[src/rtl/x_delay_line_pkg.sv]
// Shared types and helpers for the tapped-delay-line TDC: FSM states, the
// chain rest pattern and the thermometer decoder.
package x_delay_line_pkg;

  localparam int MAX_CELLS = 256;

  typedef enum logic [2:0] {
    IDLE,
    LAUNCH,
    CAPTURE,
    RELAX,
    DONE
  } tdc_state_t;

  typedef struct packed {
    logic [15:0] n;
    logic        ovf;
    logic        bubble;
  } decode_t;

  // Idle chain alternates because every cell inverts: even cells sit at 1.
  function automatic logic [MAX_CELLS-1:0] rest_pattern(input int ncells);
    logic [MAX_CELLS-1:0] pat;
    pat = '0;
    for (int k = 0; k < MAX_CELLS; k++) begin
      if (k < ncells) pat[k] = (k % 2 == 0);
    end
    return pat;
  endfunction

  function automatic decode_t therm_decode(input logic [MAX_CELLS-1:0] flipped,
                                           input int ncells);
    decode_t res;
    logic    found;
    res.n      = 16'(ncells);
    res.ovf    = 1'b0;
    res.bubble = 1'b0;
    found      = 1'b0;
    for (int k = 0; k < MAX_CELLS; k++) begin
      if (k < ncells) begin
        if (found && flipped[k]) res.bubble = 1'b1;
        if (!found && !flipped[k]) begin
          found = 1'b1;
          res.n = 16'(k);
        end
      end
    end
    res.ovf = ~found;
    return res;
  endfunction

endpackage

[src/rtl/x_delay_line_tap.sv]
// One inverting delay cell plus its metastability resolver; the resolver
// samples the cell's own output.
module x_delay_line_tap #(
  parameter int SYNC_STAGES = 2
) (
  input  logic i_clk,
  input  logic i_rst,
  input  logic cell_in,
  output logic cell_out,
  output logic tap
);

`ifdef SYNTH
  SB_LUT4 #(.LUT_INIT(16'h5555)) u_lut (
    .O (cell_out),
    .I0(cell_in),
    .I1(1'b0),
    .I2(1'b0),
    .I3(1'b0)
  );
`else
  assign cell_out = ~cell_in;
`endif

  logic [SYNC_STAGES-1:0] sync_q;

  always_ff @(posedge i_clk) begin
    if (i_rst) begin
      sync_q <= '0;
    end else begin
      sync_q <= {sync_q[SYNC_STAGES-2:0], cell_out};
    end
  end

  assign tap = sync_q[SYNC_STAGES-1];

endmodule

[src/rtl/x_delay_line_tdc.sv]
// Tapped-delay-line TDC: launches an edge, snapshots every tap, decodes how far
// it travelled and optionally sums 2**ACC_LOG2 samples per result.
module x_delay_line_tdc
  import x_delay_line_pkg::*;
#(
  parameter int  NCELLS       = 16,
  parameter int  SYNC_STAGES  = 2,
  parameter int  RELAX_CYCLES = 4,
  parameter int  ACC_LOG2     = 0,
  localparam int CW           = $clog2(NCELLS + 1),
  localparam int OW           = CW + ACC_LOG2
) (
  input  logic              i_clk,
  input  logic              i_rst,
  input  logic              i_start,
  input  logic              i_tst_en,
  input  logic [NCELLS-1:0] i_tst_vec,
  input  logic              i_ready,
  output logic              o_valid,
  output logic [OW-1:0]     o_count,
  output logic              o_ovf,
  output logic              o_bubble,
  output logic              o_busy,
  output logic              o_launch
);

  localparam int NSAMP = 1 << ACC_LOG2;
  localparam int SCW   = ACC_LOG2 + 1;
  localparam int PW    = $clog2(SYNC_STAGES + RELAX_CYCLES + 2);
  localparam logic [MAX_CELLS-1:0] REST_FULL = rest_pattern(NCELLS);
  localparam logic [NCELLS-1:0]    REST      = REST_FULL[NCELLS-1:0];

  tdc_state_t        state, next_state;
  logic [PW-1:0]     phase;
  logic [SCW-1:0]    samples;
  logic              launch_q;
  logic [NCELLS-1:0] taps;
  logic [NCELLS-1:0] snapshot;
  logic [OW-1:0]     acc;
  logic              ovf_q;
  logic              bubble_q;
  logic              chain_unused;
  decode_t           dec;

  // Per-block nets keep the combinational chain free of self-referencing vectors.
  for (genvar k = 0; k < NCELLS; k++) begin : g_tap
    logic cell_in;
    logic cell_out;
    if (k == 0) begin : g_head
      assign cell_in = launch_q;
    end else begin : g_body
      assign cell_in = g_tap[k-1].cell_out;
    end
    x_delay_line_tap #(.SYNC_STAGES(SYNC_STAGES)) u_tap (
      .i_clk   (i_clk),
      .i_rst   (i_rst),
      .cell_in (cell_in),
      .cell_out(cell_out),
      .tap     (taps[k])
    );
  end

  assign chain_unused = g_tap[NCELLS-1].cell_out;

  assign dec = therm_decode(MAX_CELLS'(snapshot ^ REST), NCELLS);

  always_comb begin
    next_state = state;
    o_valid    = 1'b0;
    o_busy     = 1'b1;
    unique case (state)
      IDLE: begin
        o_busy = 1'b0;
        if (i_start) next_state = LAUNCH;
      end
      LAUNCH: begin
        if (phase == PW'(SYNC_STAGES)) next_state = CAPTURE;
      end
      CAPTURE: begin
        next_state = RELAX;
      end
      RELAX: begin
        if (phase == PW'(RELAX_CYCLES - 1))
          next_state = (samples == SCW'(NSAMP)) ? DONE : LAUNCH;
      end
      DONE: begin
        o_valid = 1'b1;
        if (i_ready) next_state = IDLE;
      end
      default: begin
        next_state = IDLE;
      end
    endcase
  end

  // Phase restarts on every state change so LAUNCH and RELAX time themselves.
  always_ff @(posedge i_clk) begin
    if (i_rst) begin
      state    <= IDLE;
      phase    <= '0;
      samples  <= '0;
      launch_q <= 1'b0;
      snapshot <= '0;
      acc      <= '0;
      ovf_q    <= 1'b0;
      bubble_q <= 1'b0;
    end else begin
      state    <= next_state;
      phase    <= (next_state != state) ? '0 : phase + PW'(1);
      launch_q <= (next_state == LAUNCH);
      if (state == IDLE && i_start) begin
        acc      <= '0;
        ovf_q    <= 1'b0;
        bubble_q <= 1'b0;
        samples  <= '0;
      end
      if (state == LAUNCH && phase == PW'(SYNC_STAGES)) begin
        snapshot <= i_tst_en ? i_tst_vec : taps;
      end
      if (state == CAPTURE) begin
        acc      <= acc + OW'(dec.n);
        ovf_q    <= ovf_q | dec.ovf;
        bubble_q <= bubble_q | dec.bubble;
        samples  <= samples + SCW'(1);
      end
    end
  end

  assign o_count  = acc;
  assign o_ovf    = ovf_q;
  assign o_bubble = bubble_q;
  assign o_launch = launch_q;

endmodule

[config.mk]
export PLATFORM = sky130hd
export DESIGN_NAME = x_delay_line_tdc
export DESIGN_NICKNAME = d
export VERILOG_FILES = /design/src/rtl/x_delay_line_pkg.sv /design/src/rtl/x_delay_line_tap.sv /design/src/rtl/x_delay_line_tdc.sv
export SDC_FILE = /design/constraint.sdc
export NUM_CORES = 1
export LEC_CHECK = 0
export ABC_AREA = 1
export CORE_AREA = 5 5 92 94
export DETAILED_ROUTE_END_ITERATION = 10
export DIE_AREA = 0 0 97 99
export MAX_ROUTING_LAYER = met4
export PLACE_DENSITY = 0.55
export SLEW_MARGIN = 25
export SYNTH_ARGS = -nofsm -noshare
export SYNTH_HDL_FRONTEND = slang
export SYNTH_SLANG_ARGS = --single-unit
[constraint.sdc]
create_clock -name i_clk -period 2.5 [get_ports i_clk]
set_clock_uncertainty 0.1 [all_clocks]
set_input_delay 0.25 -clock i_clk [delete_from_list [all_inputs] [get_ports i_clk]]
set_output_delay 0.25 -clock i_clk [all_outputs]
set_load 0.05 [all_outputs]
==> results.toml, run 1 <==
[synth]
ys.flop_type = "dfxtp_1"
async_flop_share_pct = 0
seq_area_frac_synth_pct = 38.0
yosysMostFrequentCell = "nand2_1"
avgSynthCellArea_um2 = 7.47
syn_inst = 247
synth_nets = 276
yosysUniqueCellTypes = 31
synth_area_leaders = "dfxtp_1, nand2_1, o21ai_0, inv_1, a31oi_1"
yosys.area.top_type = "dfxtp_1"
synth_area_um2 = 1850
ys_warn_count = 0
synthTopCellsByCount = "nand2_1, dfxtp_1, inv_1"
synth_top_area_share_pct = 38.0
synth_edf_count = 0
ys_ff_latch = 35

[global_routing]
grt_util_met3_pct = 2.69
antenna_found_initial = 0
grt_pass1_wl_um = 7810
grt_use_met1_pct = 12.1
grtUsageTotal_pct = 9.94
gr-max-usage-layer = "met2"
grt_max_degree = 33
grtUsageMet2_pct = 16.7
grt_pass1_vias = 1782
grt_overflow_total = 0

[critical_path]
critPathKind = "reg2reg"
crit_fanout = 3
path_common_cell = "nor2_4"
ff2ff_path_depth = 17
crit_path_end_kind = "register"
reg2reg_slack_ps = -160
cp.arrival_ps = 2790
crit-reg2reg-launch = "snapshot[1]$_SDFFE_PP0P_"
slowest_delay_ps = 330
critPathSlowestCell = "dfxtp_2"
critPathLaunchType = "register"
r2r_end = "o_count[3]$_SDFFE_PP0P_"
critPathRequiredTime_ps = 2630
crit_path_cell_trace = "inv_2 -> nor2_4 -> nand3_4 -> nor2_4 -> nand4_4 -> nor2_4 -> nand4_4 -> nor2_4 -> buf_6 -> o21ai_2 -> o2111ai_2 -> ha_1 -> a21o_1 -> a21oi_2 -> xor2_1 -> or2_2 -> a21oi_1"

[floorplanning]
design.core.area_um2 = 7570
rows = 32
fp.dieArea_um2 = 9600
num_io_pins = 31
start_util_pct = 24.4
die_w_um = 97
die_h_um = 99

[min_path]
hold_depth = 2
min_path_type = "reg2reg"
min_from = "g_tap[8].u_tap.sync_q[0]$_SDFF_PP0_"
worst_hold_path.endpoint = "g_tap[8].u_tap.sync_q[1]$_SDFF_PP0_"

[sta]
min_period_ps = 2660
timing.fmax_ghz = 0.376
setup_ws_ps = -159
hold_violations = 0
slew_violations = 0
period_share_pct = 106
rsz0062_at_grt = "true"
relSlewSlack_pct = 66.7
worst_pin_slew_ps = 498
whs_ps = 304
setup_viol = 3

[place]
io_buffers = 30
finalWeightedCongestion = 0.823
dp_hpwl_um = 3410
placedInstanceArea_um2 = 2400

[route]
ant_nets = 0
drt-total-wl_um = 4480
drt-wirelength-per-cell_um = 11.1
routed_via_density = 4.35
first_iter_violations = 77
remaining_drc_errors = 0
dr.pass1.iters = 4
via_count = 1762

[cells_and_area]
final_net_count = 331
postLayoutCoreUtil_pct = 34.7
area_delta_synth_final_pct = 42.4
design_area_um2 = 2630
n_antenna_cell = 0
fillers = 796
drive_above_1_share_pct = 22.4

[clock_network]
root_buffer = "clkbuf_8"
htreeDepth = 2
clk_path_buf_depth = 2
insertion_delay_ps = 290
cts_buffers = 5
clock_sinks = 35
holdBufCountCts = 0
cts_tree = "done"
clk_pin_slew_ps = 90

[outcome]
outcome = "complete, but fails checks"
violations = "negative setup slack"

[pwr]
peakVddDrop_mv = 0.324
leakage_nw = 1.00
p_per_area_nw_per_um2 = 452
p_total_w = 0.00119

[flow_run]
cap_violations = 0
## logic make-up (layout without fill, tap and decap cells)
kind of cell	count (synthesis)	after routing	share of synthesized area, %
adders and majority gates	8	8	5.83
and+or+nand+nor	91	91	25.2
AOI/OAI and AO/OA	69	69	21.5
buffers and inverters	42	98	8.61
DFF	35	35	38.0
xor gates and xnor gates	2	2	0.949
## sequential cells by signal (all words and copies together), names as in the netlist
| signal | cells |
|---|---|
| o_count | 5 |
| snapshot | 16 |
| phase | 3 |
| g_tap.u_tap.sync_q | 4 |
| o_bubble | 1 |
| o_launch | 1 |
| samples | 1 |
| o_ovf | 1 |
| state | 3 |
## worst max path at each step
stage	depth (start not counted)	startpoint	end
4_1_cts	19	snapshot[3]$_SDFFE_PP0P_	o_count[4]$_SDFFE_PP0P_
2_1_floorplan	19	snapshot[3]$_SDFFE_PP0P_	o_count[4]$_SDFFE_PP0P_
6_report	17	snapshot[1]$_SDFFE_PP0P_	o_count[3]$_SDFFE_PP0P_
3_3_place_gp	17	snapshot[0]$_SDFFE_PP0P_	o_count[4]$_SDFFE_PP0P_
5_1_grt	19	snapshot[1]$_SDFFE_PP0P_	o_count[4]$_SDFFE_PP0P_
3_5_place_dp	17	snapshot[0]$_SDFFE_PP0P_	o_count[4]$_SDFFE_PP0P_
## through the flow
step / std cells / worst slack (ps) / setup TNS, ps
2_1_floorplan: 247 / -50.1 / -50.1
3_3_place_gp: 391 / -126 / -235
3_5_place_dp: 391 / -180 / -318
4_1_cts: 403 / -133 / -219
5_1_grt: 405 / -375 / -1060
6_report: 405 / -159 / -378
## where the power goes
group          internal, W  switching [W]
Combinational    0.0000725      0.0000917
Clock             0.000199       0.000227
Sequential        0.000579      0.0000162
## routing by layer
layer / vias to the layer above / routed length [um]
met5: - / 0
li1: 936 / -
met2: 34 / 2170
met3: 2 / 164
met4: 0 / 19
met1: 790 / 2130
## layout by cell type, fill, tap and decap left out, types with 2 or more instances in the layout
master,n
a21oi_1,14
o21a_1,2
dfxtp_1,30
buf_6,2
nand4_4,2
nand2_2,2
nand3_1,4
o21ai_0,25
inv_1,32
buf_4,24
clkinvlp_4,2
nand3_2,3
nor2_1,20
inv_2,2
ha_4,2
nand4_1,2
dfxtp_2,5
a21oi_2,3
nand2_1,42
ha_1,4
nor3_1,5
clkdlybuf4s50_1,30
clkbuf_8,5
a31oi_1,18
nor2_4,5
## layout make-up
type	count	area (um2)	area share (%)
Clock buffer	5	68.8	2.62
Clock inverter	3	23.8	0.905
Inverter	34	128	4.86
Multi-Input combinational cell	170	1070	40.7
Sequential cell	35	707	26.9
Tap cell	102	128	4.86
Timing Repair Buffer	56	503	19.1
## critical path: cells and delay by family, from the launching register on
family | cells | cell delay [ps]
adder cells (fa/ha/maj) | 1 | 270
flip-flops | 1 | 330
AO/OA/AOI/OAI | 5 | 540
AND/OR/NAND/NOR | 8 | 1140
buffers and inverters | 2 | 150
XOR/XNOR | 1 | 70
## what timing repair did
item	4_1_cts	5_1_grt
pin swaps	5	14
hold endpoints to repair	0	0
setup buffers	4	2
setup endpoints to repair	3	3
resized for setup	12	9
cloned	0	0
Power figures use the tool's default switching activity.
==> run 2: changes to the inputs <==
--- a/config.mk
+++ b/config.mk
@@ -5,12 +5,12 @@
 export SDC_FILE = /design/constraint.sdc
 export NUM_CORES = 1
 export LEC_CHECK = 0
-export ABC_AREA = 1
-export CORE_AREA = 5 5 92 94
+export CORE_AREA = 5 5 96 98
 export DETAILED_ROUTE_END_ITERATION = 10
-export DIE_AREA = 0 0 97 99
+export DIE_AREA = 0 0 101 103
 export MAX_ROUTING_LAYER = met4
-export PLACE_DENSITY = 0.55
+export PLACE_DENSITY = 0.54
+export SKIP_CTS_REPAIR_TIMING = 1
 export SLEW_MARGIN = 25
 export SYNTH_ARGS = -nofsm -noshare
 export SYNTH_HDL_FRONTEND = slang
==> run 2 against run 1 <==
  * The flow now finishes without violations
  * Largest cell class unchanged
  * Largest power group unchanged
  * Wire length up 3.6%
  * Synthesized cell count shrank 7.7%
  * Non-clock buffer count is 16 lower
  * Global-route usage decreased by 0.54 points
==> results.toml, run 2 <==
[outcome]
outcome = "finished, final reports clean"

[sta]
min_period_ps = 2370
setup_viol = 0
timing.fmax_ghz = 0.422
whs_ps = 343
setup_ws_ps = 130
hold_violations = 0
slew_violations = 0
worst_pin_slew_ps = 512
relSlewSlack_pct = 65.8
period_share_pct = 94.8
finalSetupTns_ps = 0

[critical_path]
critPathSlowestCell = "dfxtp_1"
critPathKind = "reg2reg"
reg2reg_slack_ps = 130
crit_path_end_kind = "register"
critPathLaunchType = "register"
cp.arrival_ps = 2440
crit_path_cell_trace = "and4bb_2 -> nand2_1 -> nor2_1 -> a221o_1 -> ha_1 -> fa_2 -> nand3_2 -> a2111oi_2 -> o21bai_1 -> nand4_1"
critPathRequiredTime_ps = 2570
slowest_delay_ps = 370
crit_fanout = 4

[clock_network]
htreeDepth = 2
insertion_delay_ps = 290
clk_pin_slew_ps = 80
root_buffer = "clkbuf_8"
clock_sinks = 35
cts_buffers = 5
cts_tree = "done"
clk_path_buf_depth = 2

[cells_and_area]
regArea_um2 = 701
area_delta_synth_final_pct = 26.1
regMostFlops = "snapshot"
fillers = 876
multi_input_area_um2 = 1200
largest_reg_flops = 16
drive_above_1_share_pct = 16.9
final_common_cell = "dfxtp_1"
final_net_count = 288
n_antenna_cell = 0
final_cell_mix = "dfxtp_1, nor2_1, clkdlybuf4s50_1"

[floorplanning]
num_io_pins = 31
fp.dieArea_um2 = 10400
start_util_pct = 24.0
rows = 34
die_w_um = 101
design.core.area_um2 = 8380
die_h_um = 103

[global_routing]
grt_overflow_total = 0
grt_pass1_wl_um = 7730
grt_max_degree = 35
grt_pass1_vias = 1679
grtUsageTotal_pct = 9.40
antenna_found_initial = 0

[synth]
synth_edf_count = 0
ys.flop_type = "dfxtp_1"
synthTopCellsByCount = "dfxtp_1, nor2_1, nand2_1"
async_flop_share_pct = 0
synth_nets = 257
yosysUniqueCellTypes = 49
yosys.area.top_type = "dfxtp_1"
synth_area_um2 = 2010
ys_ff_latch = 35
avgSynthCellArea_um2 = 8.82
syn_inst = 228
synth_area_leaders = "dfxtp_1, a311oi_2, nor2_1, ha_1, nand2_1"
synth_top_area_share_pct = 34.8
yosysMostFrequentCell = "dfxtp_1"
ys_warn_count = 0
seq_area_frac_synth_pct = 34.8

[pwr]
leakage_nw = 0.907
peakVddDrop_mv = 0.198
p_per_area_nw_per_um2 = 459
p_total_w = 0.00116

[route]
first_iter_violations = 123
remaining_drc_errors = 0
drt-total-wl_um = 4640
drt-wirelength-per-cell_um = 12.6
dr.pass1.iters = 4
routed_via_density = 4.66
via_count = 1715
ant_nets = 0

[flow_run]
cap_violations = 0

[place]
dpl_worst_slack_ps = 1.23
io_buffers = 30
finalWeightedCongestion = 0.804
dp_hpwl_um = 3530

[min_path]
min_path_type = "reg2reg"
[run 2: layout make-up]
class                   count  area share (%)
inverters                   9            1.33
multi-input cells         168            47.4
well taps                 108            5.33
flip-flops and latches     35            27.6
clock buffers               5            2.71
clock inverters             3           0.790
repair buffers             40            14.8
[run 2: cells by family (layout without fill, tap and decap cells)]
logic type / after synthesis / in the layout / share of synthesized area, %
xor gates and xnor gates: 2 / 2 / 0.871
adders and majority gates: 8 / 8 / 5.35
and+or+nand+nor: 99 / 99 / 26.3
DFF: 35 / 35 / 34.8
AOI/OAI and AO/OA: 59 / 59 / 26.4
buffers and inverters: 25 / 57 / 6.22
[run 2: per-layer routing]
layer / wire, um / track usage, % / vias to the layer above / share of wire, %
li1: - / - / 887 / -
met1: 2250 / 11.8 / 788 / 49
met2: 2150 / 14.9 / 36 / 46
met3: 182 / 2.03 / 4 / 3.9
met4: 55 / 3.37 / 0 / 1.2
met5: 0 / - / - / 0
[run 2: where the power goes]
group | total [W] | internal, W | leakage, nW | switching [W]
logic | 0.000155 | 0.0000746 | 0.583 | 0.0000800
clock network | 0.000415 | 0.000194 | 0.0402 | 0.000221
registers | 0.000593 | 0.000575 | 0.284 | 0.0000180
[run 2: final timing paths]
check,cells past startpoint,to,start
max,10,o_count[4]$_SDFFE_PP0P_,snapshot[0]$_SDFFE_PP0P_
min,1,g_tap[8].u_tap.sync_q[1]$_SDFF_PP0_,g_tap[8].u_tap.sync_q[0]$_SDFF_PP0_
max reg2reg,10,o_count[4]$_SDFFE_PP0P_,snapshot[0]$_SDFFE_PP0P_
min reg2reg,1,g_tap[8].u_tap.sync_q[1]$_SDFF_PP0_,g_tap[8].u_tap.sync_q[0]$_SDFF_PP0_
[run 2: worst max-delay path, delay by kind of cell, from the launching register on]
kind	cells	cell delay, ps
fa+ha+maj	2	590
compound gates	3	570
simple gates	5	620
flops	1	370
[run 2: stage by stage]
| step | area (um2) | utilization (%) | std cells |
|---|---|---|---|
| final | 2530 | 30.2 | 368 |
| after global routing | 2530 | 30.2 | 368 |
| after CTS | 2520 | 30.1 | 368 |
| after detailed placement | 2430 | 29.0 | 360 |
| after global placement | 2430 | 29.0 | 360 |
| after floorplan | 2010 | - | 228 |
==> run 3: changes to the inputs <==
--- a/config.mk
+++ b/config.mk
@@ -15,3 +15,4 @@
 export SYNTH_ARGS = -nofsm -noshare
 export SYNTH_HDL_FRONTEND = slang
 export SYNTH_SLANG_ARGS = --single-unit
+export TNS_END_PERCENT = 100
==> results of run 3 <==
The final DEF is identical to that of run 2; final timing and power are the same.
